$ cat config.mk
export PLATFORM = sky130hd
export DESIGN_NAME = rtl_stream_fifo
export DESIGN_NICKNAME = d
export VERILOG_FILES = /design/src/rtl/rtl_stream_pkg.sv /design/src/rtl/rtl_fifo_ram.sv /design/src/rtl/rtl_stream_fifo.sv
export SDC_FILE = /design/constraint.sdc
export NUM_CORES = 1
export LEC_CHECK = 0
export ABC_CLOCK_PERIOD_IN_PS = 4350
export CAP_MARGIN = 20
export CORE_ASPECT_RATIO = 0.5
export CORE_MARGIN = 1
export CORE_UTILIZATION = 54
export CTS_CLUSTER_DIAMETER = 30
export CTS_CLUSTER_SIZE = 25
export DETAILED_ROUTE_END_ITERATION = 7
export PLACE_DENSITY = 0.75
export SLEW_MARGIN = 10
export SYNTH_ARGS = -nofsm -noshare
export SYNTH_HDL_FRONTEND = slang
export SYNTH_HIERARCHICAL = 1
export SYNTH_SLANG_ARGS = --single-unit
export TNS_END_PERCENT = 50
$ cat constraint.sdc
create_clock -name clk -period 4.35 [get_ports clk]
set_clock_uncertainty 0.1 [all_clocks]
set_input_delay 1.305 -clock clk [delete_from_list [all_inputs] [get_ports clk]]
set_output_delay 1.305 -clock clk [all_outputs]
set_load 0.02 [all_outputs]
$ cat src/rtl/rtl_stream_pkg.sv
// Shared stream definitions for the ingress FIFO and the core-side consumer.
// Keeps the payload width and the occupancy-counter width rule in one place.
package rtl_stream_pkg;

    localparam int DATA_W_DEF = 32;

    typedef logic [DATA_W_DEF-1:0] stream_word_t;

    // Occupancy needs one more bit than the address so that DEPTH itself is representable.
    function automatic int lvl_w(input int depth);
        return $clog2(depth) + 1;
    endfunction

endpackage

$ cat src/rtl/rtl_fifo_ram.sv
// DEPTH x DATA_W storage: one synchronous write port, one asynchronous read port.
// Contents are intentionally not reset.
module rtl_fifo_ram #(
    parameter int DATA_W = 32,
    parameter int DEPTH  = 16,
    parameter int ADDR_W = $clog2(DEPTH)
) (
    input  logic              clk,
    input  logic              we,
    input  logic [ADDR_W-1:0] waddr,
    input  logic [DATA_W-1:0] wdata,
    input  logic [ADDR_W-1:0] raddr,
    output logic [DATA_W-1:0] rdata
);

    logic [DATA_W-1:0] mem_q [DEPTH];

    always_ff @(posedge clk) begin
        if (we) begin
            mem_q[waddr] <= wdata;
        end
    end

    assign rdata = mem_q[raddr];

endmodule

$ cat src/rtl/rtl_stream_fifo.sv
// Valid/ready ingress buffer in front of the core datapath, with registered fill
// level, almost-full/almost-empty flags and a high-water mark.
module rtl_stream_fifo
    import rtl_stream_pkg::*;
#(
    parameter int DATA_W    = DATA_W_DEF,
    parameter int DEPTH     = 16,
    parameter int AFULL_TH  = 12,
    parameter int AEMPTY_TH = 2
) (
    input  logic                      clk,
    input  logic                      rst,
    input  logic                      flush,
    input  logic                      s_valid,
    output logic                      s_ready,
    input  logic [DATA_W-1:0]         s_data,
    output logic                      m_valid,
    input  logic                      m_ready,
    output logic [DATA_W-1:0]         m_data,
    output logic [lvl_w(DEPTH)-1:0]   level,
    output logic                      almost_full,
    output logic                      almost_empty,
    output logic [lvl_w(DEPTH)-1:0]   hwm
);

    localparam int ADDR_W = $clog2(DEPTH);
    localparam int PTR_W  = ADDR_W + 1;
    localparam int LVL_W  = lvl_w(DEPTH);

    logic [PTR_W-1:0] wr_ptr_q, wr_ptr_d;
    logic [PTR_W-1:0] rd_ptr_q, rd_ptr_d;
    logic [LVL_W-1:0] level_q, level_d;
    logic [LVL_W-1:0] hwm_q, hwm_d;
    logic             afull_q, afull_d;
    logic             aempty_q, aempty_d;
    logic             rst_state_q, rst_state_d;

    logic empty, full, push, pop;

    // Flags come only from registered pointers, so neither handshake input
    // reaches the opposite handshake output combinationally.
    assign empty = (wr_ptr_q == rd_ptr_q);
    assign full  = (wr_ptr_q[ADDR_W-1:0] == rd_ptr_q[ADDR_W-1:0]) &&
                   (wr_ptr_q[ADDR_W] != rd_ptr_q[ADDR_W]);

    assign s_ready = ~full & ~rst_state_q;
    assign m_valid = ~empty;
    assign push    = s_valid & s_ready;
    assign pop     = m_valid & m_ready;

    always_comb begin
        wr_ptr_d    = wr_ptr_q;
        rd_ptr_d    = rd_ptr_q;
        level_d     = level_q;
        hwm_d       = hwm_q;
        rst_state_d = 1'b0;
        if (flush) begin
            wr_ptr_d = '0;
            rd_ptr_d = '0;
            level_d  = '0;
            hwm_d    = '0;
        end else begin
            if (push) begin
                wr_ptr_d = wr_ptr_q + PTR_W'(1);
            end
            if (pop) begin
                rd_ptr_d = rd_ptr_q + PTR_W'(1);
            end
            level_d = level_q + LVL_W'(push) - LVL_W'(pop);
            // level never exceeds DEPTH, so the max also saturates there.
            hwm_d   = (level_d > hwm_q) ? level_d : hwm_q;
        end
        afull_d  = (level_d >= LVL_W'(AFULL_TH));
        aempty_d = (level_d <= LVL_W'(AEMPTY_TH));
    end

    always_ff @(posedge clk or posedge rst) begin
        if (rst) begin
            wr_ptr_q    <= '0;
            rd_ptr_q    <= '0;
            level_q     <= '0;
            hwm_q       <= '0;
            afull_q     <= 1'b0;
            aempty_q    <= 1'b1;
            rst_state_q <= 1'b1;
        end else begin
            wr_ptr_q    <= wr_ptr_d;
            rd_ptr_q    <= rd_ptr_d;
            level_q     <= level_d;
            hwm_q       <= hwm_d;
            afull_q     <= afull_d;
            aempty_q    <= aempty_d;
            rst_state_q <= rst_state_d;
        end
    end

    rtl_fifo_ram #(
        .DATA_W (DATA_W),
        .DEPTH  (DEPTH),
        .ADDR_W (ADDR_W)
    ) u_ram (
        .clk   (clk),
        .we    (push & ~flush),
        .waddr (wr_ptr_q[ADDR_W-1:0]),
        .wdata (s_data),
        .raddr (rd_ptr_q[ADDR_W-1:0]),
        .rdata (m_data)
    );

    assign level        = level_q;
    assign hwm          = hwm_q;
    assign almost_full  = afull_q;
    assign almost_empty = aempty_q;

endmodule

== After elaboration in Yosys (flattened, before gate mapping) ==
Memories as Yosys holds them, arrays and structs flattened.
Cells that the tools add are included.

* Add/subtract/negate cells: 4
* Bitwise gates (word level): 8
* Reduce and logical (&&, ||, !) cells: 4
* Magnitude comparators: 3
* Mux-type cells: 9
* Equal/unequal tests: 3

{| class="wikitable"
|+ Operators with widths
! operator !! count
|-
| two-way mux 5 bit || 7
|-
| adder 5 x 1 -> 5 bit, second input constant || 2
|-
| nonzero test 2 bit || 3
|-
| adder 5 x 1 -> 5 bit || 1
|-
| == test 5 bit || 1
|-
| >= comparator 5 x 4 -> 1 bit, second input constant || 1
|-
| > comparator 5 bit || 1
|-
| <= comparator 5 x 2 -> 1 bit, second input constant || 1
|-
| subtractor 5 x 1 -> 5 bit || 1
|-
| bitwise AND 1 bit || 4
|-
| == test 4 bit || 1
|-
| inverter 1 bit || 4
|-
| two-way mux 1 bit || 2
|-
| logical AND 1 bit || 1
|-
| inequality test 1 bit || 1
|}

* Logic and storage cells: 39
* Output and inout port bits: 46
* Memories: 1
* RAM bits: 512
* Bits of input ports: 37
* Register bits: 23

{| class="wikitable"
|+ Memories
! name !! words !! bits a word !! rd ports !! clocked after Yosys merged registers in !! wr ports !! line !! text
|-
| u_ram.mem_q || 16 || 32 || 1 || 0 || 1 || rtl_fifo_ram.sv:16 || <nowiki>logic [DATA_W-1:0] mem_q [DEPTH];</nowiki>
|}

== Logic depth before layout (Yosys ltp) ==
Gate-level depths: netlist of the first run.

* Depth in word-level cells: 10
* Depth in mapped cells: 20
* Depth with buffers taken out: 20

== By module ==
The synthesis of the first run kept the hierarchy.

{| class="wikitable"
|+ Modules (own cells, without submodules)
! module !! cells an instance !! times used !! area an instance (sq um) !! sequential area each (sq um)
|-
| rtl_fifo_ram || 806 || 1 || 19213.4 || 15374.7
|-
| rtl_stream_fifo || 139 || 1 || 1367.6 || 578.1
|}

== Worst setup path before layout of the first run ==
OpenSTA, ideal clock, no wires.

* Path type: input -> register
* Start: in flush
* End: mem u_ram.mem_q[0][0], enable pin
* Stages on the path: 5
* Data arrival time: 4.599 ns
* Setup slack: -0.810 ns
* Path buffers: 2
* Data required time: 3.789 ns
* Library setup time: 0.461 ns
* Cell sequence: clkbuf_1 buf_1 nor2_1 or3b_2 nor3_1

* Word-level cells in the longest chain between the ends: 4

{| class="wikitable"
|+ RTL lines
! what !! line !! text
|-
| from (decl) || rtl_stream_fifo.sv:13 || <nowiki>input logic flush,</nowiki>
|-
| inverter 1 bit || rtl_stream_fifo.sv:103 || <nowiki>.we (push & ~flush),</nowiki>
|-
| bitwise AND 1 bit || rtl_stream_fifo.sv:103 ||
|-
| two-way mux 1 bit || rtl_fifo_ram.sv:19 || <nowiki>if (we) begin</nowiki>
|-
| two-way mux 1 bit (implied by the code) || rtl_fifo_ram.sv:20 || <nowiki>mem_q[waddr] <= wdata;</nowiki>
|-
| to (decl) || rtl_fifo_ram.sv:16 ||
|}

Every way passes these cells.

== Worst setup path after layout of the first run ==
* Start: reg rd_ptr_q[0]
* End: out m_data[30]

* Word-level cells in the longest chain between the ends: 1

{| class="wikitable"
|+ RTL lines
! what !! line !! text
|-
| from (decl) || rtl_stream_fifo.sv:31 || <nowiki>logic [PTR_W-1:0] rd_ptr_q, rd_ptr_d;</nowiki>
|-
| from (signal assigned) || rtl_stream_fifo.sv:88 || <nowiki>rd_ptr_q <= rd_ptr_d;</nowiki>
|-
| memory read (16 x 32 bit) || -- ||
|-
| to (decl) || rtl_stream_fifo.sv:19 || <nowiki>output logic [DATA_W-1:0] m_data,</nowiki>
|}

Every way passes these cells.

==> run metrics, run 1 <==
status finished, final reports clean; final slew viol count 0; H-Tree Depth 2; filler instances between 2,000 and 2,500; setup ws final between 40 and 50 ps; DRC viols 0; total gr overflow 0; All-Layer GR Usage 0.253; asr flop ratio synth 0.0430; Area after DPL 22,600 um2; core area 37,500 um2; crit-path max FO 22; DRT Pass-1 Iters 5; Setup CP Type reg2out; Max VDD drop 451 uV; Yosys reg bits around 540; Final ANT Viol Nets 0; crit path time final about 4300 ps; worst skew pair latency approximately 590 ps; period utilization 0.990; Slew HR 0.386; leakage between 8 and 9 nW; DRT Wirelength 48,800 um; crit path DAT between 2000 and 3000 ps; Final HPWL DP about 24,000 um; wire length per cell between 20 and 30 um; CTS Root Cell clkbuf_16; HP Class reg2reg; Reg-to-Reg Start rd_ptr_q[1]; Post-Place Cells 1,536; EDFF count, synth around 510; worst slack, placed -738 ps; Synth area leader edfxtp_1; CTS Sinks ~540; Max Cap Viol 0; R2R depth 21; n_diodes 0; Clock Path Buffers 3; ys flop type edfxtp_1; I/O Buffers 82; fraction of layout cells with a size suffix above 1 0.292; internal reg-to-reg setup slack between 200 and 250 ps; Total Power roughly 13 mW; Seq/Total Area, Yosys 0.775; Vias/cell ~6.3; initial antenna violation count 0; initial core utilization 0.549; Synth top area share 0.747; fin area between 20,000 and 25,000 um2; Mean Syn Cell Area approximately 22 um2; HP Start hwm[0]; Row Count 50; Netlist cell types 40; Area growth syn-to-layout 21.2%; CP Capture Type output pin; Ports between 80 and 90; final hold slack around 450 ps; Worst-Margin Slew about 920 ps; Die Wd 278 um; GPL Wtd Cong 0.792; Crit path required time just under 3000 ps; post-synthesis net count 995; final hold vios 0; RSZ-0062 raised after global routing yes; Worst setup endpoint m_data[30]; initial drt markers 1,295; Area contributors post-synth edfxtp_1, mux4_2, dfrtp_1, a22oi_1, ha_1; largest net degree at the start of global routing between 60 and 70; Crit Reg-Reg Endpoint hwm[1]; Synth Instances between 900 and 1,000; Crit. Startpoint rd_ptr_q[0]; first-pass GRT wire length 70,800 um; routed via count 10,481; # setup viols final 0; number of global-route vias before repair 11,091; clock-pin slew on the worst setup and hold paths approximately 60 ps; Setup crit start kind flop; synthesized area between 20,000 and 25,000 um2; Die Y 140 um; pwr/cell area roughly 520 nW/um2; Nets 1,166; CTS tree yes; non-filler cells, final 1,657; die area between 30,000 and 40,000 um2; YS warnings 6; clock buffer count from CTS 57; Max Clk Rate between 200 and 250 MHz
## what timing repair did
| item | 4_1_cts | 5_1_grt |
|---|---|---|
| cloned | 4 | 1 |
| pin swaps | 1 | 5 |
| setup endpoints to repair | 35 | 19 |
| gates resized for setup | 25 | 16 |
| setup buffers | 3 | 7 |
| hold buffers | 0 | 0 |
## synthesized netlist by cell type (2+ instances only)
master / number
nor3_1: 4
buf_4: 11
nand2b_1: 6
o31ai_1: 3
inv_1: 19
buf_2: 4
dfrtp_1: 21
buf_1: 10
a22oi_1: 64
and3_1: 2
xor2_1: 7
xnor2_1: 9
ha_1: 12
a21oi_1: 8
nor2b_1: 5
clkbuf_1: 18
nand4_1: 3
nand3_1: 3
o21ai_0: 2
nor2_1: 29
nand2_1: 39
nand3b_1: 4
a21o_1: 2
mux2i_1: 3
dfstp_2: 2
edfxtp_1: 512
a211oi_1: 2
mux4_2: 128
buf_6: 2
## layer usage
layer,track usage,vias to the layer above,wire [um]
met2,0.404,609,24000
met1,0.350,5484,18900
li1,-,4301,-
met5,0,-,0
met4,0.0773,0,1000
met3,0.0614,87,4920
## worst min path at each step
stage | slack [ps] | endpoint | cells after the start
floorplan | 470 | rd_ptr_q[4] | 2
global placement | 440 | hwm[0] | 2
detailed placement | 450 | hwm[0] | 2
CTS | 460 | hwm[0] | 2
global route | 510 | hwm[4] | 2
finish | 450 | hwm[0] | 2
## layout make-up
| cell class | instances | area [um2] | area share |
|---|---|---|---|
| Timing Repair Buffer | 157 | 1720 | 0.0688 |
| Multi-Input combinational cell | 346 | 4520 | 0.181 |
| Clock inverter | 48 | 634 | 0.0254 |
| Sequential cell | 535 | 16000 | 0.640 |
| Clock buffer | 58 | 1430 | 0.0573 |
| Inverter | 19 | 71.3 | 0.00286 |
| Tap cell | 494 | 618 | 0.0248 |
## layout by cell type (no fill, tap or decap), types with 4 or more instances in the layout
| cell type | Yosys | layout |
|---|---|---|
| buf_16 | 0 | 6 |
| dlymetal6s2s_1 | 0 | 7 |
| buf_12 | 0 | 14 |
| nand2_1 | 39 | 39 |
| bufinv_16 | 0 | 6 |
| nor2_1 | 29 | 16 |
| clkdlybuf4s50_1 | 0 | 57 |
| inv_6 | 0 | 8 |
| inv_8 | 0 | 7 |
| clkbuf_16 | 0 | 58 |
| ha_1 | 12 | 10 |
| dlygate4sd2_1 | 0 | 18 |
| nor2_4 | 0 | 13 |
| nand3b_1 | 4 | 4 |
| a21oi_1 | 8 | 8 |
| dfrtp_1 | 21 | 19 |
| xnor2_1 | 9 | 9 |
| clkinv_1 | 0 | 4 |
| nand2b_1 | 6 | 5 |
| xor2_1 | 7 | 6 |
| mux4_2 | 128 | 128 |
| buf_4 | 11 | 53 |
| clkinv_4 | 0 | 4 |
| clkinv_8 | 0 | 12 |
| a22oi_1 | 64 | 64 |
| clkinv_2 | 0 | 4 |
| edfxtp_1 | 512 | 512 |
| inv_1 | 19 | 19 |
## power by group
part	internal [mW]	switching, mW	leakage [nW]	total, mW
logic	1.02	0.963	2.21	1.98
registers	5.71	0.0384	4.91	5.74
clock network	2.90	2.29	1.00	5.19
total	9.62	3.29	8.12	12.9
## critical path, stage by stage (launching register included)
cell             delay (ps)
dfrtp_4                 450
buf_4                   140
buf_16                  210
mux4_2                  530
a22oi_1                 250
nand2_1                 140
clkdlybuf4s50_1         580
## registers in the layout, summed over array words and instances (netlist names)
signal and count:
wr_ptr_q 5, rst_state_q 1, rd_ptr_q 5, u_ram/mem_q 512, level 5, almost_empty 1, hwm 5, almost_full 1
## stage by stage
step,TNS (ps),util
6_report,0,0.666
3_5_place_dp,-3470,0.602
4_1_cts,-517,0.662
5_1_grt,-121,0.666
3_3_place_gp,-2750,0.602
2_1_floorplan,-15540,-
## cells by family (layout without fill, tap and decap cells)
logic type,Yosys count,in the layout,share of synthesized area
AOI/OAI and AO/OA,86,86,0.0307
buffers and inverters,64,282,0.0147
xor gates and xnor gates,16,16,0.00681
other,1,1,0.000182
DFF,535,535,0.775
adders and majority gates,13,13,0.00827
and+or+nand+nor,98,98,0.0222
muxes,132,132,0.142
Note: power is estimated with default switching activity, not from simulation.
==> inputs of run 2 (changes only) <==
--- a/config.mk
+++ b/config.mk
@@ -14,6 +14,7 @@
 export CTS_CLUSTER_SIZE = 25
 export DETAILED_ROUTE_END_ITERATION = 7
 export PLACE_DENSITY = 0.75
+export SKIP_CTS_REPAIR_TIMING = 1
 export SLEW_MARGIN = 10
 export SYNTH_ARGS = -nofsm -noshare
 export SYNTH_HDL_FRONTEND = slang
==> run 2 against run 1 <==
Critical path depth unchanged. Utilization down 0.084 points. Worst hold slack better by 1.8 ps. Non-clock buffer count down 5. Sequential share of layout area up 0.080 points. Die area unchanged. Clock power about the same. Clock-buffer cell count unchanged. Wire length about the same. Worst setup slack worse by 16 ps. Flip-flop and latch count unchanged.
==> run metrics, run 2 (synthesis gave the netlist of run 1 again) <==
worst skew pair latency between 500 and 600 ps; final hold vios 0; Int Pwr roughly 9.6 mW; die area roughly 39,000 um2; CTS Root Cell clkbuf_16; I/O Buffers a little over 80; clock buffer count from CTS between 50 and 60; Area growth syn-to-layout 21.1%; non-filler cells, final around 1,700; commonest cells after routing, fill and taps aside edfxtp_1, mux4_2, clkdlybuf4s50_1; DRT Wirelength slightly below 50,000 um; wire length per cell ~30 um; Row Count 50; CTS tree yes; initial antenna violation count 0; clock-pin slew on the worst setup and hold paths 60 ps; Logic pwr share 0.153; Max Cap Viol 0; Post-Place Cells roughly 1,500; RSZ-0062 raised after global routing yes; Reg power frac 0.444; GPL Wtd Cong ~0.79; n_diodes 0; DRT Pass-1 Iters 5; crit path time final approximately 4300 ps; Total Power between 10 and 15 mW; Die Y around 140 um; leakage ~8 nW; fraction of layout cells with a size suffix above 1 0.290; initial core utilization 0.549; Worst-Margin Slew just over 900 ps; Max VDD drop 453 uV; filler instances approximately 2,200; first-pass GRT wire length around 67,000 um; pwr/cell area around 520 nW/um2; Slew HR 0.382; period utilization 0.994; Nets roughly 1,200; HP Class reg2reg; largest net degree at the start of global routing 132; routed via count between 10,000 and 15,000; # setup viols final 0; crit path DAT 2920 ps; H-Tree Depth 2; total gr overflow 0; status finished, final reports clean; most common cell after layout, fill and taps aside edfxtp_1; final slew viol count 0; initial drt markers roughly 1,200; max FFs per register 512; Crit path required time slightly below 3000 ps; Sw Ratio 0.256; Max Clk Rate ~230 MHz; CTS Sinks around 540; All-Layer GR Usage 0.234; clock share of power 0.402; Final ANT Viol Nets 0; Setup crit start kind flop; Final HPWL DP 23,500 um; crit-path max FO 22; Clock Path Buffers 3; Reg with most FFs u_ram/mem_q; core area about 37,000 um2; Setup CP Type reg2out; CP Capture Type output pin; Die Wd roughly 280 um; P_sw 3.31 mW; DRC viols 0; Vias/cell 6.34; Ports 83; number of global-route vias before repair about 11,000
run 2: worst max-delay path: stages, from the launching register on:
cell and delay (ps):
dfrtp_4 440, buf_6 190, clkbuf_16 270, mux4_2 540
a22oi_1 240, nand2_1 90, clkdlybuf4s50_1 540
run 2: final timing paths:
path / start / end / slack (ps) / cells after the start
min in group asynchronous: rst / rd_ptr_q[3] / 1110 / 2
max: rd_ptr_q[0] / m_data[0] / 30 / 6
min: hwm[0] / hwm[0] / 450 / 2
max reg2reg: wr_ptr_q[2] / hwm[1] / 280 / 21
min reg2reg: hwm[0] / hwm[0] / 450 / 2
max in group asynchronous: rst / rd_ptr_q[0] / 2360 / 2
run 2: power groups by stage:
stage / Clock [mW] / Sequential (mW) / Combinational (mW)
6_report: 5.20 / 5.74 / 1.98
5_1_grt: 5.45 / 5.75 / 2.14
3_3_place_gp: 0 / 5.85 / 1.71
2_1_floorplan: 0 / 5.89 / 1.08
3_5_place_dp: 0 / 5.85 / 1.76
4_1_cts: 5.22 / 5.74 / 1.78
run 2: layout make-up:
type,instances,area [um2],area share
well taps,494,618,0.0248
inverters,19,71.3,0.00286
repair buffers,152,1690,0.0676
clock inverters,48,634,0.0255
multi-input cells,346,4520,0.181
clock buffers,58,1430,0.0574
flip-flops and latches,535,16000,0.640
run 2: per-layer routing:
layer,track usage,vias up,wire [um]
li1,-,4290,-
met1,0.336,5484,19100
met2,0.375,616,23900
met3,0.0430,78,4840
met4,0.0611,0,997
met5,0,-,0
run 2: stage by stage:
stage	TNS (ps)	hold slack (ps)	area (um2)	setup WS [ps]	utilization
4_1_cts	-6650	459	24600	-339	0.657
5_1_grt	-157	521	24900	-44.0	0.665
2_1_floorplan	-15540	466	20600	-469	-
6_report	0	452	24900	27.5	0.665
3_3_place_gp	-2750	436	22600	-610	0.602
3_5_place_dp	-3470	449	22600	-738	0.602
